`config.mk`:
```
export PLATFORM = sky130hd
export DESIGN_NAME = sum_accumulator_flat
export DESIGN_NICKNAME = d
export VERILOG_FILES = /design/src/rtl/sum_accumulator_if.sv /design/src/rtl/sum_accumulator.sv /design/src/flat_wrapper.sv
export SDC_FILE = /design/constraint.sdc
export NUM_CORES = 1
export LEC_CHECK = 0
export CAP_MARGIN = 10
export CORE_UTILIZATION = 56
export DETAILED_ROUTE_END_ITERATION = 10
export GPL_ROUTABILITY_DRIVEN = 1
export PLACE_DENSITY = 0.84
export SLEW_MARGIN = 20
export SYNTH_ARGS = -nofsm -noshare
export SYNTH_HDL_FRONTEND = slang
export SYNTH_SLANG_ARGS = --single-unit
export TNS_END_PERCENT = 20
```
`constraint.sdc`:
```
create_clock -name clk -period 7.12 [get_ports clk]
set_input_delay 2.136 -clock clk [delete_from_list [all_inputs] [get_ports clk]]
set_output_delay 2.136 -clock clk [all_outputs]
set_load 0.1 [all_outputs]
```
`src/rtl/sum_accumulator_if.sv`:
```
// Handshake bundle between the adder bank, the frame accumulator and the result consumer.
// The slave side is the accumulator; the master side is the environment around it.
interface sum_accumulator_if #(
  parameter int N     = 16,
  parameter int ACC_W = 24
);
  logic             in_valid;
  logic             in_ready;
  logic [N-1:0]     in_sum;
  logic             in_cout;
  logic             out_valid;
  logic             out_ready;
  logic [ACC_W-1:0] out_acc;
  logic             out_ovf;

  modport slave (
    input  in_valid, in_sum, in_cout, out_ready,
    output in_ready, out_valid, out_acc, out_ovf
  );

  modport master (
    output in_valid, in_sum, in_cout, out_ready,
    input  in_ready, out_valid, out_acc, out_ovf
  );
endinterface

```
`src/rtl/sum_accumulator.sv`:
```
// Accumulates CNT adder results {cout, sum} into one frame total with a sticky overflow flag.
// Optional macro ACC_SAT_EN: saturate the accumulator on overflow instead of wrapping.
module sum_accumulator #(
  parameter int N     = 16,
  parameter int ACC_W = 24,
  parameter int CNT   = 8
) (
  input  logic                 clk,
  input  logic                 rst,
  sum_accumulator_if.slave     bus,
  output logic                 busy
);
  localparam int CNT_W = $clog2(CNT + 1);
  localparam logic [CNT_W-1:0] CNT_LAST = CNT_W'(CNT);

  typedef enum logic [1:0] {IDLE, ACCUM, HOLD} state_t;

  state_t           state_reg, state_next;
  logic [ACC_W-1:0] acc_reg, acc_next;
  logic [CNT_W-1:0] cnt_reg, cnt_next;
  logic             ovf_reg, ovf_next;
  logic             ready_en_reg;

  logic [ACC_W-1:0] v_ext;
  logic [ACC_W:0]   sum_wide;
  logic [CNT_W-1:0] cnt_inc;
  logic             accept;

  assign v_ext    = ACC_W'({bus.in_cout, bus.in_sum});
  assign sum_wide = {1'b0, acc_reg} + {1'b0, v_ext};
  assign cnt_inc  = cnt_reg + CNT_W'(1);

  // ready_en_reg keeps in_ready low until the first edge after reset releases
  assign bus.in_ready  = ready_en_reg & (state_reg != HOLD);
  assign accept        = bus.in_valid & bus.in_ready;
  assign bus.out_valid = (state_reg == HOLD);
  assign bus.out_acc   = acc_reg;
  assign bus.out_ovf   = ovf_reg;
  assign busy          = (state_reg != IDLE);

  always_ff @(posedge clk or posedge rst) begin
    if (rst) begin
      state_reg    <= IDLE;
      acc_reg      <= '0;
      cnt_reg      <= '0;
      ovf_reg      <= 1'b0;
      ready_en_reg <= 1'b0;
    end else begin
      state_reg    <= state_next;
      acc_reg      <= acc_next;
      cnt_reg      <= cnt_next;
      ovf_reg      <= ovf_next;
      ready_en_reg <= 1'b1;
    end
  end

  always_comb begin
    state_next = state_reg;
    acc_next   = acc_reg;
    cnt_next   = cnt_reg;
    ovf_next   = ovf_reg;
    case (state_reg)
      IDLE: begin
        if (accept) begin
          acc_next   = v_ext;
          cnt_next   = CNT_W'(1);
          ovf_next   = 1'b0;
          state_next = (CNT == 1) ? HOLD : ACCUM;
        end
      end
      ACCUM: begin
        if (accept) begin
          cnt_next = cnt_inc;
          ovf_next = ovf_reg | sum_wide[ACC_W];
`ifdef ACC_SAT_EN
          // once saturated, the total stays pinned at all-ones for the frame
          if (ovf_reg || sum_wide[ACC_W]) begin
            acc_next = '1;
          end else begin
            acc_next = sum_wide[ACC_W-1:0];
          end
`else
          acc_next = sum_wide[ACC_W-1:0];
`endif
          if (cnt_inc == CNT_LAST) begin
            state_next = HOLD;
          end
        end
      end
      HOLD: begin
        // acc is left untouched so out_acc still shows the last total
        if (bus.out_ready) begin
          state_next = IDLE;
          cnt_next   = '0;
        end
      end
      default: state_next = IDLE;
    endcase
  end
endmodule

```
`src/flat_wrapper.sv`:
```
// flat-port wrapper written by rule: the top's interface ports become plain ports
module sum_accumulator_flat 
#(
  parameter int N     = 16,
  parameter int ACC_W = 24,
  parameter int CNT   = 8
)
  (clk, rst, busy, bus_in_valid, bus_in_sum, bus_in_cout, bus_out_ready, bus_in_ready, bus_out_valid, bus_out_acc, bus_out_ovf);
  sum_accumulator_if #(.N(N), .ACC_W(ACC_W)) bus_i ();
  input  logic clk;
  input  logic rst;
  output logic busy;
  input wire logic [$bits(bus_i.in_valid)-1:0] bus_in_valid;
  input wire logic [$bits(bus_i.in_sum)-1:0] bus_in_sum;
  input wire logic [$bits(bus_i.in_cout)-1:0] bus_in_cout;
  input wire logic [$bits(bus_i.out_ready)-1:0] bus_out_ready;
  output wire logic [$bits(bus_i.in_ready)-1:0] bus_in_ready;
  output wire logic [$bits(bus_i.out_valid)-1:0] bus_out_valid;
  output wire logic [$bits(bus_i.out_acc)-1:0] bus_out_acc;
  output wire logic [$bits(bus_i.out_ovf)-1:0] bus_out_ovf;
  assign bus_i.in_valid = bus_in_valid;
  assign bus_i.in_sum = bus_in_sum;
  assign bus_i.in_cout = bus_in_cout;
  assign bus_i.out_ready = bus_out_ready;
  assign bus_in_ready = bus_i.in_ready;
  assign bus_out_valid = bus_i.out_valid;
  assign bus_out_acc = bus_i.out_acc;
  assign bus_out_ovf = bus_i.out_ovf;
  sum_accumulator #(.N(N), .ACC_W(ACC_W), .CNT(CNT)) u_core (.clk(clk), .rst(rst), .bus(bus_i), .busy(busy));
endmodule
```
==> impl_metrics.py <==
metrics = {
    "synth": {
        "synth_top_area_cell": "dfrtp_1",
        "ys_seq_area_share_pct": 32.6,
        "synthArstFlopShare_pct": 100,
        "synth_cell_type_count": 53,
        "ys_seq_elements": 32,
        "postSynthCellCount": 297,
        "synth_top_flop_cell": "dfrtp_1",
        "synth_commonest_cells": "nand2_1, dfrtp_1, a21oi_1",
        "yosysWarnings": 0,
        "synth_area_leaders": "dfrtp_1, ha_1, a21oi_1",
        "avgSynthCellArea_um2": 8.27,
        "synth_top_area_share_pct": 32.6,
        "synth_edf_count": 0,
        "synth_most_common_cell": "nand2_1",
        "synthesis.nets": 340,
        "synthesis.area_um2": 2450,
    },
    "floorplan": {
        "initial_core_util_pct": 59.7,
        "fp.dieH_um": 68.2,
        "die_width_um": 68.2,
        "fp-row-count": 23,
        "core_area_um2": 4120,
        "io_pins": 49,
        "dieArea_um2": 4650,
    },
    "drt": {
        "dr.pass1.iters": 4,
        "via_per_inst": 6.06,
        "drt_iter0_markers": 280,
        "wl_mm": 5.87,
        "drcViolationCount": 0,
        "vias": 2387,
        "wl_per_cell_um": 14.9,
        "ant_nets": 0,
    },
    "clock_network": {
        "cts.clk_slew.worst_paths_ns": 0.07,
        "cts_setup_buffers": 0,
        "cts_tree": "built",
        "cts.path.max_buffers": 2,
        "cts_root_buf": "clkbuf_8",
        "cts_sinks": 32,
        "cts_inserted_buffers": 5,
        "hold_buffers": 0,
        "h-tree-depth": 2,
        "post_cts_resized": 0,
        "clock_latency_ns": 0.29,
    },
    "critical_path": {
        "cp_top_family": "compound AO/OA/AOI/OAI gates",
        "r2r-start": "u_core.bus.out_acc[0]",
        "end_kind": "flip-flop",
        "crit_end": "u_core.bus.out_acc[22]",
        "cp-start-kind": "input port",
        "worstRegToRegCells": 10,
        "worstReg2RegEnd": "u_core.bus.out_acc[22]",
        "cp.depth": 11,
        "worstPathCellList": "clkdlybuf4s50_1, ha_1, inv_1, fa_1, nor2b_4, o31a_1, nor3_1, o21ai_1, a21oi_1, or4_1, nand2_1",
        "cp_max_fo": 6,
        "crit_required_ns": 7.36,
        "slowest_stage": "clkdlybuf4s50_1",
        "reg2reg_slack_ns": 4.57,
        "worst-setup-path-type": "in -> reg",
        "path_buf_inv": 2,
        "critPathMaxStageDelay_ns": 0.48,
        "arrival_ns": 4.73,
        "startpoint": "bus_in_sum[0]",
    },
    "sta": {
        "worst_pin_slew_ns": 0.976,
        "rsz0062_at_grt": "false",
        "setup_tns_ns": 0,
        "hold_viol_final": 0,
        "fmax_ghz": 0.223,
        "maxSlewViolCount": 0,
        "finClkSkew_ns": 0.00846,
        "setup_viol": 0,
        "fin_crit_ns": 4.49,
        "slew-limit-headroom_pct": 34.7,
        "period_share_pct": 63.1,
    },
    "placed_design": {
        "finalWeightedCongestion": 0.882,
        "numPortBuffers": 48,
        "detailed_place_hpwl_mm": 4.08,
    },
    "final_layout": {
        "area_delta_synth_final_pct": 25.6,
        "nFillCells": 335,
        "antenna_cells": 0,
        "fin_nets": 386,
        "register_area_um2": 801,
        "largest_reg_flops": 24,
        "drive_gt1_share_pct": 5.23,
        "multi_input_area_um2": 1560,
    },
    "run": {
        "cap_violations": 0,
    },
    "outcome": {
        "status": "complete, no violations",
    },
    "grt": {
        "grt_overflow": 0,
        "antenna_found_initial": 0,
        "grt_pass1_vias": 2107,
        "grt_max_degree": 33,
        "grt.total_usage_pct": 27.6,
        "grt_pass1_wl_mm": 9.63,
    },
    "hold_path": {
        "min-delay-path-class": "reg -> reg",
    },
}
## how the worst min path moves through the flow
stage / start / endpoint / slack, ns / depth (start not counted)
floorplan: u_core.state_reg[1] / u_core.state_reg[1] / 0.49 / 1
global placement: u_core.bus.out_acc[2] / u_core.bus.out_acc[2] / 0.50 / 2
detailed placement: u_core.bus.out_acc[12] / u_core.bus.out_acc[12] / 0.51 / 2
CTS: u_core.bus.out_acc[12] / u_core.bus.out_acc[12] / 0.52 / 2
global route: u_core.bus.out_acc[9] / u_core.bus.out_acc[9] / 0.56 / 1
finish: u_core.bus.out_acc[4] / u_core.bus.out_acc[4] / 0.52 / 2
## metal layers
layer  vias up  wire length, um  global-route usage [%]
met5         -                0                       0
met4         0               57                    7.81
met3         6              431                    5.83
met2        89             2630                    42.8
met1      1103             2750                    38.4
li1       1189                -                       -
## worst min-delay path, cell delays in order (launching register included)
cell     delay [ns]
dfrtp_1        0.37
nand2_1        0.05
o21ai_0        0.06
## cells in the final DEF (no fill, tap or decap), drive strengths merged, types with 4 or more instances in the layout
cell type      instances
o21ai                 24
nand3                  8
nor3                  12
dfrtp                 32
clkbuf                 6
inv                   10
ha                    21
o21a                   6
nand2                 34
or3                    5
and3                   7
a21o                   5
buf                    4
nor2b                  6
nor2                  25
mux2i                  6
xor2                   4
a21oi                 27
a211oi                 6
clkdlybuf4s50         48
## layout make-up
cell class | count | area share, %
multi-input combinational | 242 | 50.7
sequential | 32 | 26.0
timing repair buffer | 52 | 16.6
clock buffer | 6 | 2.35
tap | 50 | 2.03
inverter | 10 | 1.22
clock inverter | 2 | 1.14
## logic make-up after synthesis
| kind of cell | synth area share (%) |
|---|---|
| mux | 2.45 |
| fa+ha+maj | 11.5 |
| xor+xnor | 2.14 |
| compound gates | 24.4 |
| other cells | 0.153 |
| simple gates | 23.1 |
| flops | 32.6 |
| buf+inv | 3.67 |
## through the flow
stage                     instances  utilization [%]  worst slack (ns)  cell area (um^2)  hold WS, ns
after CTS                       394             74.9              2.65              3080        0.523
after global placement          386             72.3              2.43              2980        0.500
after global routing            394             74.9              2.45              3080        0.559
after floorplan                 297                -              3.02              2450        0.486
after detailed placement        386             72.3              2.35              2980        0.505
final                           394             74.9              2.63              3080        0.520
Power is not shown: default switching activity piles up to over one toggle a cycle in this logic, so the estimate is an artifact.
